`src/rtl/alu_4bit_pkg.sv`:
```
// Shared definitions for the 4-bit ALU: datapath width, opcode map and
// the quotient returned on divide-by-zero.
package alu_4bit_pkg;

    localparam int DW = 4;
    localparam logic [DW-1:0] DIV_ZERO_Q = 4'hF;

    typedef enum logic [3:0] {
        OP_ADD  = 4'b0000,
        OP_SUB  = 4'b0001,
        OP_MUL  = 4'b0010,
        OP_DIV  = 4'b0011,
        OP_AND  = 4'b0100,
        OP_OR   = 4'b0101,
        OP_XOR  = 4'b0110,
        OP_NAND = 4'b0111,
        OP_NOR  = 4'b1000,
        OP_XNOR = 4'b1001,
        OP_NOT  = 4'b1010,
        OP_SHL  = 4'b1011,
        OP_SHR  = 4'b1100,
        OP_ROL  = 4'b1101,
        OP_CMP  = 4'b1110,
        OP_INC  = 4'b1111
    } opcode_t;

endpackage

```
`src/rtl/alu_4bit_core.sv`:
```
// Combinational compute slice of the 4-bit ALU (operands + opcode -> y, x).
// Status flags are generated only when ALU_FLAGS_EN is defined.
module alu_4bit_core
    import alu_4bit_pkg::*;
(
    input  logic [DW-1:0] i_a,
    input  logic [DW-1:0] i_b,
    input  opcode_t       i_opcode,
`ifdef ALU_FLAGS_EN
    output logic [3:0]    o_flags,
`endif
    output logic [DW-1:0] o_y,
    output logic [DW-1:0] o_x
);

    logic [DW:0]     w_sum;
    logic [DW:0]     w_diff;
    logic [DW:0]     w_inc;
    logic [2*DW-1:0] w_prod;
    logic [DW-1:0]   w_quot;
    logic [DW-1:0]   w_rem;
    logic [DW-1:0]   w_rol;
    logic            w_b_zero;

    assign w_sum    = {1'b0, i_a} + {1'b0, i_b};
    assign w_diff   = {1'b0, i_a} - {1'b0, i_b};
    assign w_inc    = {1'b0, i_a} + 5'd1;
    assign w_prod   = {4'b0000, i_a} * {4'b0000, i_b};
    assign w_b_zero = (i_b == 4'd0);

    // Divide-by-zero is defined, not trapped: all-ones quotient, dividend as remainder.
    assign w_quot = w_b_zero ? DIV_ZERO_Q : (i_a / i_b);
    assign w_rem  = w_b_zero ? i_a        : (i_a % i_b);

    always_comb begin
        case (i_b[1:0])
            2'd0:    w_rol = i_a;
            2'd1:    w_rol = {i_a[2:0], i_a[3]};
            2'd2:    w_rol = {i_a[1:0], i_a[3:2]};
            default: w_rol = {i_a[0],   i_a[3:1]};
        endcase
    end

    always_comb begin
        o_y = '0;
        o_x = '0;
        case (i_opcode)
            OP_ADD:  begin o_y = w_sum[3:0];  o_x = {3'b000, w_sum[4]};  end
            OP_SUB:  begin o_y = w_diff[3:0]; o_x = {3'b000, w_diff[4]}; end
            OP_MUL:  begin o_y = w_prod[3:0]; o_x = w_prod[7:4];         end
            OP_DIV:  begin o_y = w_quot;      o_x = w_rem;               end
            OP_AND:  o_y = i_a & i_b;
            OP_OR:   o_y = i_a | i_b;
            OP_XOR:  o_y = i_a ^ i_b;
            OP_NAND: o_y = ~(i_a & i_b);
            OP_NOR:  o_y = ~(i_a | i_b);
            OP_XNOR: o_y = ~(i_a ^ i_b);
            OP_NOT:  begin o_y = ~i_a;              o_x = ~i_b;               end
            OP_SHL:  begin o_y = {i_a[2:0], 1'b0};  o_x = {3'b000, i_a[3]};   end
            OP_SHR:  begin o_y = {1'b0, i_a[3:1]};  o_x = {3'b000, i_a[0]};   end
            OP_ROL:  o_y = w_rol;
            OP_CMP:  o_y = {1'b0, (i_a > i_b), (i_a == i_b), (i_a < i_b)};
            OP_INC:  begin o_y = w_inc[3:0]; o_x = {3'b000, w_inc[4]}; end
            default: begin o_y = '0; o_x = '0; end
        endcase
    end

`ifdef ALU_FLAGS_EN
    logic w_carry;
    logic w_ovf;

    always_comb begin
        w_carry = 1'b0;
        w_ovf   = 1'b0;
        case (i_opcode)
            // Signed overflow: result sign differs from the sign both effective operands share.
            OP_ADD: begin
                w_carry = o_x[0];
                w_ovf   = (i_a[3] == i_b[3]) && (w_sum[3] != i_a[3]);
            end
            OP_SUB: begin
                w_carry = o_x[0];
                w_ovf   = (i_a[3] != i_b[3]) && (w_diff[3] != i_a[3]);
            end
            OP_INC: begin
                w_carry = o_x[0];
                w_ovf   = !i_a[3] && w_inc[3];
            end
            OP_SHL, OP_SHR: w_carry = o_x[0];
            default: begin
                w_carry = 1'b0;
                w_ovf   = 1'b0;
            end
        endcase
        o_flags = {(o_y == 4'd0), o_y[3], w_carry, w_ovf};
    end
`endif

endmodule

```
`src/rtl/alu_4bit.sv`:
```
// Registered 4-bit ALU: one-cycle latency, valid-gated output registers.
// Optional status flags output enabled by defining ALU_FLAGS_EN.
module alu_4bit
    import alu_4bit_pkg::*;
(
    input  logic          clk,
    input  logic          rst_n,
    input  logic          in_valid,
    input  logic [DW-1:0] a,
    input  logic [DW-1:0] b,
    input  logic [3:0]    opcode,
`ifdef ALU_FLAGS_EN
    output logic [3:0]    flags,
`endif
    output logic          out_valid,
    output logic [DW-1:0] y,
    output logic [DW-1:0] x
);

    logic [DW-1:0] w_y;
    logic [DW-1:0] w_x;
    logic [DW-1:0] r_y;
    logic [DW-1:0] r_x;
    logic          r_valid;

`ifdef ALU_FLAGS_EN
    logic [3:0] w_flags;
    logic [3:0] r_flags;
`endif

    alu_4bit_core u_core (
        .i_a      (a),
        .i_b      (b),
        .i_opcode (opcode_t'(opcode)),
`ifdef ALU_FLAGS_EN
        .o_flags  (w_flags),
`endif
        .o_y      (w_y),
        .o_x      (w_x)
    );

    // Results load only on valid input; otherwise they hold while out_valid drops.
    always_ff @(posedge clk or negedge rst_n) begin
        if (!rst_n) begin
            r_y     <= '0;
            r_x     <= '0;
            r_valid <= 1'b0;
        end else begin
            r_valid <= in_valid;
            if (in_valid) begin
                r_y <= w_y;
                r_x <= w_x;
            end
        end
    end

`ifdef ALU_FLAGS_EN
    always_ff @(posedge clk or negedge rst_n) begin
        if (!rst_n) begin
            r_flags <= '0;
        end else if (in_valid) begin
            r_flags <= w_flags;
        end
    end
    assign flags = r_flags;
`endif

    assign y         = r_y;
    assign x         = r_x;
    assign out_valid = r_valid;

endmodule

```
`config.mk`:
```
export PLATFORM = sky130hd
export DESIGN_NAME = alu_4bit
export DESIGN_NICKNAME = d
export VERILOG_FILES = /design/src/rtl/alu_4bit_pkg.sv /design/src/rtl/alu_4bit_core.sv /design/src/rtl/alu_4bit.sv
export SDC_FILE = /design/constraint.sdc
export NUM_CORES = 1
export LEC_CHECK = 0
export CORE_ASPECT_RATIO = 1.75
export CORE_MARGIN = 8
export CORE_UTILIZATION = 50
export CTS_CLUSTER_DIAMETER = 150
export DETAILED_ROUTE_END_ITERATION = 12
export HOLD_SLACK_MARGIN = 0.05
export PLACE_DENSITY = 0.71
export REMOVE_ABC_BUFFERS = 1
export SKIP_CTS_REPAIR_TIMING = 1
export SLEW_MARGIN = 20
export SYNTH_ARGS = -nofsm -noshare
export SYNTH_HDL_FRONTEND = slang
export SYNTH_SLANG_ARGS = --single-unit
```
`constraint.sdc`:
```
create_clock -name clk -period 1.2 [get_ports clk]
set_input_delay 0.24 -clock clk [delete_from_list [all_inputs] [get_ports clk]]
set_output_delay 0.24 -clock clk [all_outputs]
set_load 0.05 [all_outputs]
```
==> results.sh <==
export IMPL_h_tree_depth=1
export IMPL_ys_top_cells_by_area="ha_1 20%, dfrtp_1 9.3%, fa_1 5.8%"
export IMPL_root_buffer="clkbuf_8"
export IMPL_cts_sinks=9
export IMPL_p_sw_w=0.001362
export IMPL_power_density_mw_per_mm2=742.3
export IMPL_cts_tree="built"
export IMPL_post_drt_via_cell_ratio=6.697
export IMPL_hold_viol=0
export IMPL_start_kind="input pin"
export IMPL_layoutNonFillerInstCount=509
export IMPL_p_total_w=0.003073
export IMPL_gp_congestion=0.9966
export IMPL_r2r_cells=3
export IMPL_hold_slack_ns=0.3244
export IMPL_status="complete, but fails checks"
export IMPL_overflow=0
export IMPL_critical_path_required_ns=1.31
export IMPL_period_share=3.607
export IMPL_dp_hpwl_um=7878
export IMPL_drtAntennaViolNets=0
export IMPL_routedWlPerCell_um=25.02
export IMPL_nNetsFinal=519
export IMPL_gr_usage_met1=0.2774
export IMPL_n_antenna_cell=0
export IMPL_tightest_slew_ns=0.5640
export IMPL_synth_edff_count=0
export IMPL_violations="setup timing"
export IMPL_antenna_found_initial=0
export IMPL_yosysUniqueCellTypes=55
export IMPL_min_path_type="input pin to async pin"
export IMPL_num_io_pins=24
export IMPL_crit_type="input pin to register"
export IMPL_cts_buffers=3
export IMPL_grt_usage=0.2688
export IMPL_first_pass_iters=5
export IMPL_use_met3=0.03623
export IMPL_drive_gt1_frac=0.4398
export IMPL_p_comb_frac=0.760
export IMPL_io_buffers=23
export IMPL_areaGrowthSynthToFinish_pct=70.13
export IMPL_first_iter_violations=409
export IMPL_power_frac_seq=0.123
export IMPL_slew_headroom=0.6233
export IMPL_dieArea_mm2=0.007443
export IMPL_r2r_start="x[3]"
export IMPL_finClkSkew_ns=0
export IMPL_synth_seq_area_share=0.09254
export IMPL_wl_um=12730
export IMPL_p_clk_frac=0.117
export IMPL_synth_cells=321
export IMPL_die_w_um=68.74
export IMPL_busiest_layer="met2"
export IMPL_yosysTopAreaCell="ha_1"
export IMPL_dp_cells=483
export IMPL_worstPathArrival_ns=4.44
export IMPL_endpoint_kind="register"
export IMPL_period_needed_ns=4.329
export IMPL_fp_dieH_um=108.3
export IMPL_fin_ws_ns=-3.129
export IMPL_grt_pass1_wl_um=15290
export IMPL_vias=3409
export IMPL_fill_cells=216
export IMPL_synth_top_area_share=0.2005
export IMPL_swShare=0.4432
export IMPL_synth_area_per_cell_um2=7.581
export IMPL_slew_violations=0
export IMPL_clkTransAtPathRegs_ns=0.05
export IMPL_rows=33
export IMPL_synth_main_ff_cell="dfrtp_1"
export IMPL_p_int_w=0.001711
export IMPL_drc=0
export IMPL_core_mm2=0.004707
export IMPL_setup_violations_final=8
export IMPL_cap_violations=0
export IMPL_synth_seq_cells=9
export IMPL_grt_setup_unrepaired="true"
export IMPL_cp_max_fo=3
export IMPL_start_util=0.5170
export IMPL_clockBufferDepth=2
export IMPL_syn_area_mm2=0.002434
export IMPL_power_leakage_nw=1.960
export IMPL_synth_warnings=0
export IMPL_fmax_mhz=231.0
export IMPL_final_util=0.8796
export IMPL_async_flop_share=1.000
export IMPL_ir_worst_vdd_uv=879.7
export IMPL_grt_max_degree=23
export IMPL_r2r_end="x[3]"
export IMPL_worstSkewPairLatency_ns=0.23
export IMPL_use_met2=0.4970
export IMPL_grt_pass1_vias=3110
export IMPL_rrSetupSlack_ns=0.09
==> power groups by stage <==
stage | registers, W | logic [W] | clock network (W)
finish | 0.000378 | 0.00234 | 0.000358
global route | 0.000382 | 0.00244 | 0.000381
CTS | 0.000378 | 0.00182 | 0.000362
detailed placement | 0.000382 | 0.00181 | 0
global placement | 0.000381 | 0.00177 | 0
floorplan | 0.000489 | 0.000746 | 0
==> metrics by stage <==
stage | setup TNS [ns] | instance area [um^2] | setup WS [ns]
after detailed placement | -26.37 | 3525 | -3.924
final | -19.91 | 4140 | -3.129
after floorplan | -19.33 | 2359 | -3.252
after global routing | -20.74 | 4140 | -3.231
after CTS | -24.45 | 3570 | -3.716
after global placement | -24.75 | 3525 | -3.628
==> how the worst max path moves through the flow <==
| stage | endpoint | slack [ns] | from |
|---|---|---|---|
| after detailed placement | x[3] | -3.92 | a[3] |
| after floorplan | x[3] | -3.25 | b[0] |
| after CTS | x[3] | -3.72 | a[3] |
| final | x[3] | -3.13 | b[0] |
| after global placement | x[3] | -3.63 | b[0] |
| after global routing | x[3] | -3.23 | b[0] |
==> registers in the layout, summed over array words and instances (netlist names) <==
name / flops
out_valid: 1
y: 4
x: 4
==> worst max-delay path, stage by stage <==
cell       delay [ns]
buf_8            0.10
inv_6            0.05
ha_4             0.13
nor4b_4          0.20
a2bb2oi_2        0.20
ha_1             0.29
o21a_1           0.16
o211ai_1         0.29
buf_4            0.19
mux2i_2          0.25
ha_1             0.21
o211ai_1         0.15
a21oi_2          0.28
nand2_1          0.13
o21ai_2          0.13
buf_4            0.17
fa_2             0.24
nand2b_4         0.06
o221ai_2         0.17
buf_4            0.15
nand2_2          0.04
a211oi_2         0.23
a2111oi_2        0.08
a211o_1          0.28
==> layout make-up <==
cell class	instances	area [um^2]	share of cell area
Clock buffer	4	45.04	0.01088
Inverter	28	110.1	0.02659
Multi-Input combinational cell	267	2355	0.5688
Sequential cell	9	225.2	0.05440
Tap cell	52	65.06	0.01571
Timing Repair Buffer	149	1340	0.3237
==> layer usage <==
metal | vias to the layer above | wire [um]
li1 | 1445 | -
met1 | 1594 | 4195
met2 | 272 | 6520
met3 | 98 | 996
met4 | 0 | 1021
met5 | - | 0
==> cell usage in the layout, fill, tap and decap left out, types with 5 or more instances in the layout <==
master	n
inv_1	24
nor3_1	8
clkdlybuf4s50_1	6
nor2b_1	11
o21ai_0	13
fa_1	6
mux2i_1	6
ha_4	8
ha_1	30
nand3_1	8
buf_6	15
nand2_1	22
xnor2_1	8
a21o_1	6
o22ai_1	5
nor2_1	18
a21oi_1	18
dfrtp_1	9
a21oi_2	7
buf_4	109
buf_12	9
==> synthesized netlist by cell type (3+ instances only) <==
cell type,instances
inv_1,27
buf_2,9
o22ai_1,5
nand3_1,10
nor2b_1,13
nand4_1,3
a211oi_1,5
clkbuf_1,8
o31ai_1,4
nand2_1,24
ha_1,39
dfrtp_1,9
a221oi_1,4
nor3_1,12
a21oi_1,26
a22oi_1,3
nor2_1,21
o21ai_0,17
a21o_1,6
a31oi_1,4
mux2i_1,7
o21a_1,3
xnor2_1,8
o211ai_1,3
fa_1,7
xor2_1,4
nand2b_1,4
==> cell families after synthesis <==
logic type / share of synthesized area
simple gates: 0.2093
flops: 0.09255
fa+ha+maj: 0.2581
xor+xnor: 0.04319
mux: 0.05655
buf+inv: 0.07403
compound gates: 0.2663
Note: power is estimated with default switching activity, not from simulation.
==> edit, RTL diff (config.mk and constraints unchanged) <==
The option `ALU_FLAGS_EN` is turned on by a define.
--- a/src/rtl/alu_4bit_core.sv
+++ b/src/rtl/alu_4bit_core.sv
@@ -1,4 +1,6 @@
 // Combinational compute slice of the 4-bit ALU (operands + opcode -> y, x).
 // Status flags are generated only when ALU_FLAGS_EN is defined.
+`define ALU_FLAGS_EN
+
 module alu_4bit_core
     import alu_4bit_pkg::*;
Behaviour (old outputs only; new: flags): unchanged (Yosys induction, for registers that start in step).
==> edit against the original RTL <==
  * The run still ends with setup timing left
  * Sequential cell count increased by 3
  * Non-clock buffer count decreased by 7
  * Cell area increased by 6.6%
  * Hold slack got worse by 0.032 ns
  * Via count increased by 7.6%
  * Fmax decreased by 2.5%
  * Sequential share of layout area increased by 1.4 points
  * Wire length increased by 7.3%
  * Count of clock-buffer cells in the layout unchanged
  * Total power increased by 14%
  * Area after synthesis increased by 16%
  * First-iteration DRC count increased by 5.1%
  * Die area increased by 13%
  * Worst setup slack got worse by 0.11 ns
  * Critical endpoint unchanged
  * Largest power group unchanged
==> edit: results (changes against the original RTL) <==
{
  "run_status": "finished, violations left",
  "violations_in_the_final_reports": "setup timing",
  "io_buffer_count": {"value": 27, "change": "+17%"},
  "combined_global_route_utilization_of_all_metal_layers": {"value": 0.2657, "change": "-0.003172"},
  "static-leakage-power": {"value": 2.075, "unit": "nW", "change": "+5.9%"},
  "grt_pass1_vias": {"value": 3452, "change": "+11%"},
  "ys_types": {"value": 65, "change": "+18%"},
  "r2r_setup_slack": {"value": 0.19, "unit": "ns", "change": "+0.10 ns"},
  "timing.final.setup_violations": {"value": 11, "change": "+3"},
  "postRouteWirelength": {"value": 13660, "unit": "um", "change": "+7.3%"},
  "vias": {"value": 3667, "change": "+7.6%"},
  "synth.mux.area_fraction": {"value": 0.06057, "change": "+0.004011"},
  "drive_above_1_share": {"value": 0.4017, "change": "-0.03817"},
  "synth_sequential_area_ratio": {"value": 0.1061, "change": "+0.01356"},
  "synth_compound_area_frac": {"value": 0.2692, "change": "+0.002907"},
  "crit_fanout": {"value": 4, "change": "+1"},
  "critical_path.reg2reg.startpoint": "x[2]",
  "grt_start_max_net_pins": {"value": 17, "change": "-26%"},
  "first_pass_grt_wire_length": {"value": 17350, "unit": "um", "change": "+13%"},
  "r2r_end": "x[2]",
  "critical_path.startpoint": "b[1]",
  "yosys.area_share.adder": {"value": 0.2263, "change": "-0.03175"},
  "vdd_ir_drop_max": {"value": 601.1, "unit": "uV", "change": "-32%"},
  "setup_slack_of_the_critical_path_after_layout": {"value": -3.238, "unit": "ns", "change": "-0.1096 ns"},
  "clk-insertion-delay-late": {"value": 0.25, "unit": "ns", "change": "+0.02 ns"},
  "synthTopCellsByArea": "sky130_fd_sc_hd__ha_1 18%, sky130_fd_sc_hd__dfrtp_1 11%, sky130_fd_sc_hd__fa_1 5.0%",
  "violation_count_after_the_first_detailed_routing_iteration": {"value": 430, "change": "+5.1%"},
  "yosys.area_share.xor_xnor": {"value": 0.02166, "change": "-0.02153"},
  "gp_weighted_congestion": {"value": 1.022, "change": "+2.6%"},
  "synthTopCellsByCount": "40 x sky130_fd_sc_hd__ha_1, 29 x sky130_fd_sc_hd__inv_1, 28 x sky130_fd_sc_hd__nand2_1"
}
edit: worst min-delay path by stage:
stage,from,end,slack [ns],depth (start not counted)
global route,rst_n,flags[0],0.33,2
finish,rst_n,x[3],0.29,2
floorplan,rst_n,flags[0],-0.06,0
CTS,rst_n,flags[2],0.30,2
detailed placement,flags[3],flags[3],0.53,2
global placement,y[0],y[0],0.54,1
edit: area by class of cell:
type / count / area, sq um
well taps: 76 / 95.09
repair buffers: 142 / 1296
inverters: 30 / 112.6
flip-flops and latches: 12 / 300.3
multi-input cells: 295 / 2554
clock buffers: 4 / 55.05
fillers: 341 / 1127
edit: critical path, cell delays in order:
cell and delay [ns]:
sky130_fd_sc_hd__buf_6 0.10, sky130_fd_sc_hd__nor3_4 0.31, sky130_fd_sc_hd__and2_4 0.22, sky130_fd_sc_hd__nor2_2 0.04, sky130_fd_sc_hd__ha_1 0.34, sky130_fd_sc_hd__or3_1 0.40
sky130_fd_sc_hd__nand4_1 0.17, sky130_fd_sc_hd__o31ai_4 0.10, sky130_fd_sc_hd__ha_1 0.34, sky130_fd_sc_hd__buf_6 0.12, sky130_fd_sc_hd__o211ai_1 0.12, sky130_fd_sc_hd__a21oi_2 0.22
sky130_fd_sc_hd__mux2_4 0.35, sky130_fd_sc_hd__inv_2 0.09, sky130_fd_sc_hd__ha_4 0.22, sky130_fd_sc_hd__nor2b_4 0.14, sky130_fd_sc_hd__o21a_1 0.22, sky130_fd_sc_hd__buf_4 0.14
sky130_fd_sc_hd__nor3_1 0.23, sky130_fd_sc_hd__o31a_1 0.19, sky130_fd_sc_hd__a221o_1 0.13, sky130_fd_sc_hd__o211ai_1 0.09
edit: per-layer routing:
metal | track usage | vias to the layer above | share of wire
met5 | 0 | - | 0
met1 | 0.2676 | 1687 | 0.33
met2 | 0.4874 | 297 | 0.51
met4 | 0.1949 | 0 | 0.085
li1 | - | 1569 | -
met3 | 0.02340 | 114 | 0.074
edit: power breakdown:
group	switching (W)	internal, W
clock	0.000176	0.000291
sequential	0.0000628	0.000453
combinational	0.00131	0.00122
edit: cells by family (layout without fill, tap and decap cells):
family / count (synthesis) / in the layout
muxes: 15 / 15
buffers and inverters: 56 / 176
DFF: 12 / 12
xor gates and xnor gates: 7 / 7
adders and majority gates: 47 / 47
AOI/OAI and AO/OA: 103 / 103
and+or+nand+nor: 123 / 123
edit: through the flow:
step / power (W) / hold WS [ns] / cells / area [sq um]
floorplan: 0.001484 / -0.05559 / 337 / 2686
global placement: 0.002489 / 0.5354 / 543 / 3955
detailed placement: 0.002545 / 0.5294 / 543 / 3955
CTS: 0.003003 / 0.3029 / 547 / 4010
global route: 0.003636 / 0.3300 / 559 / 4413
finish: 0.003518 / 0.2926 / 559 / 4413
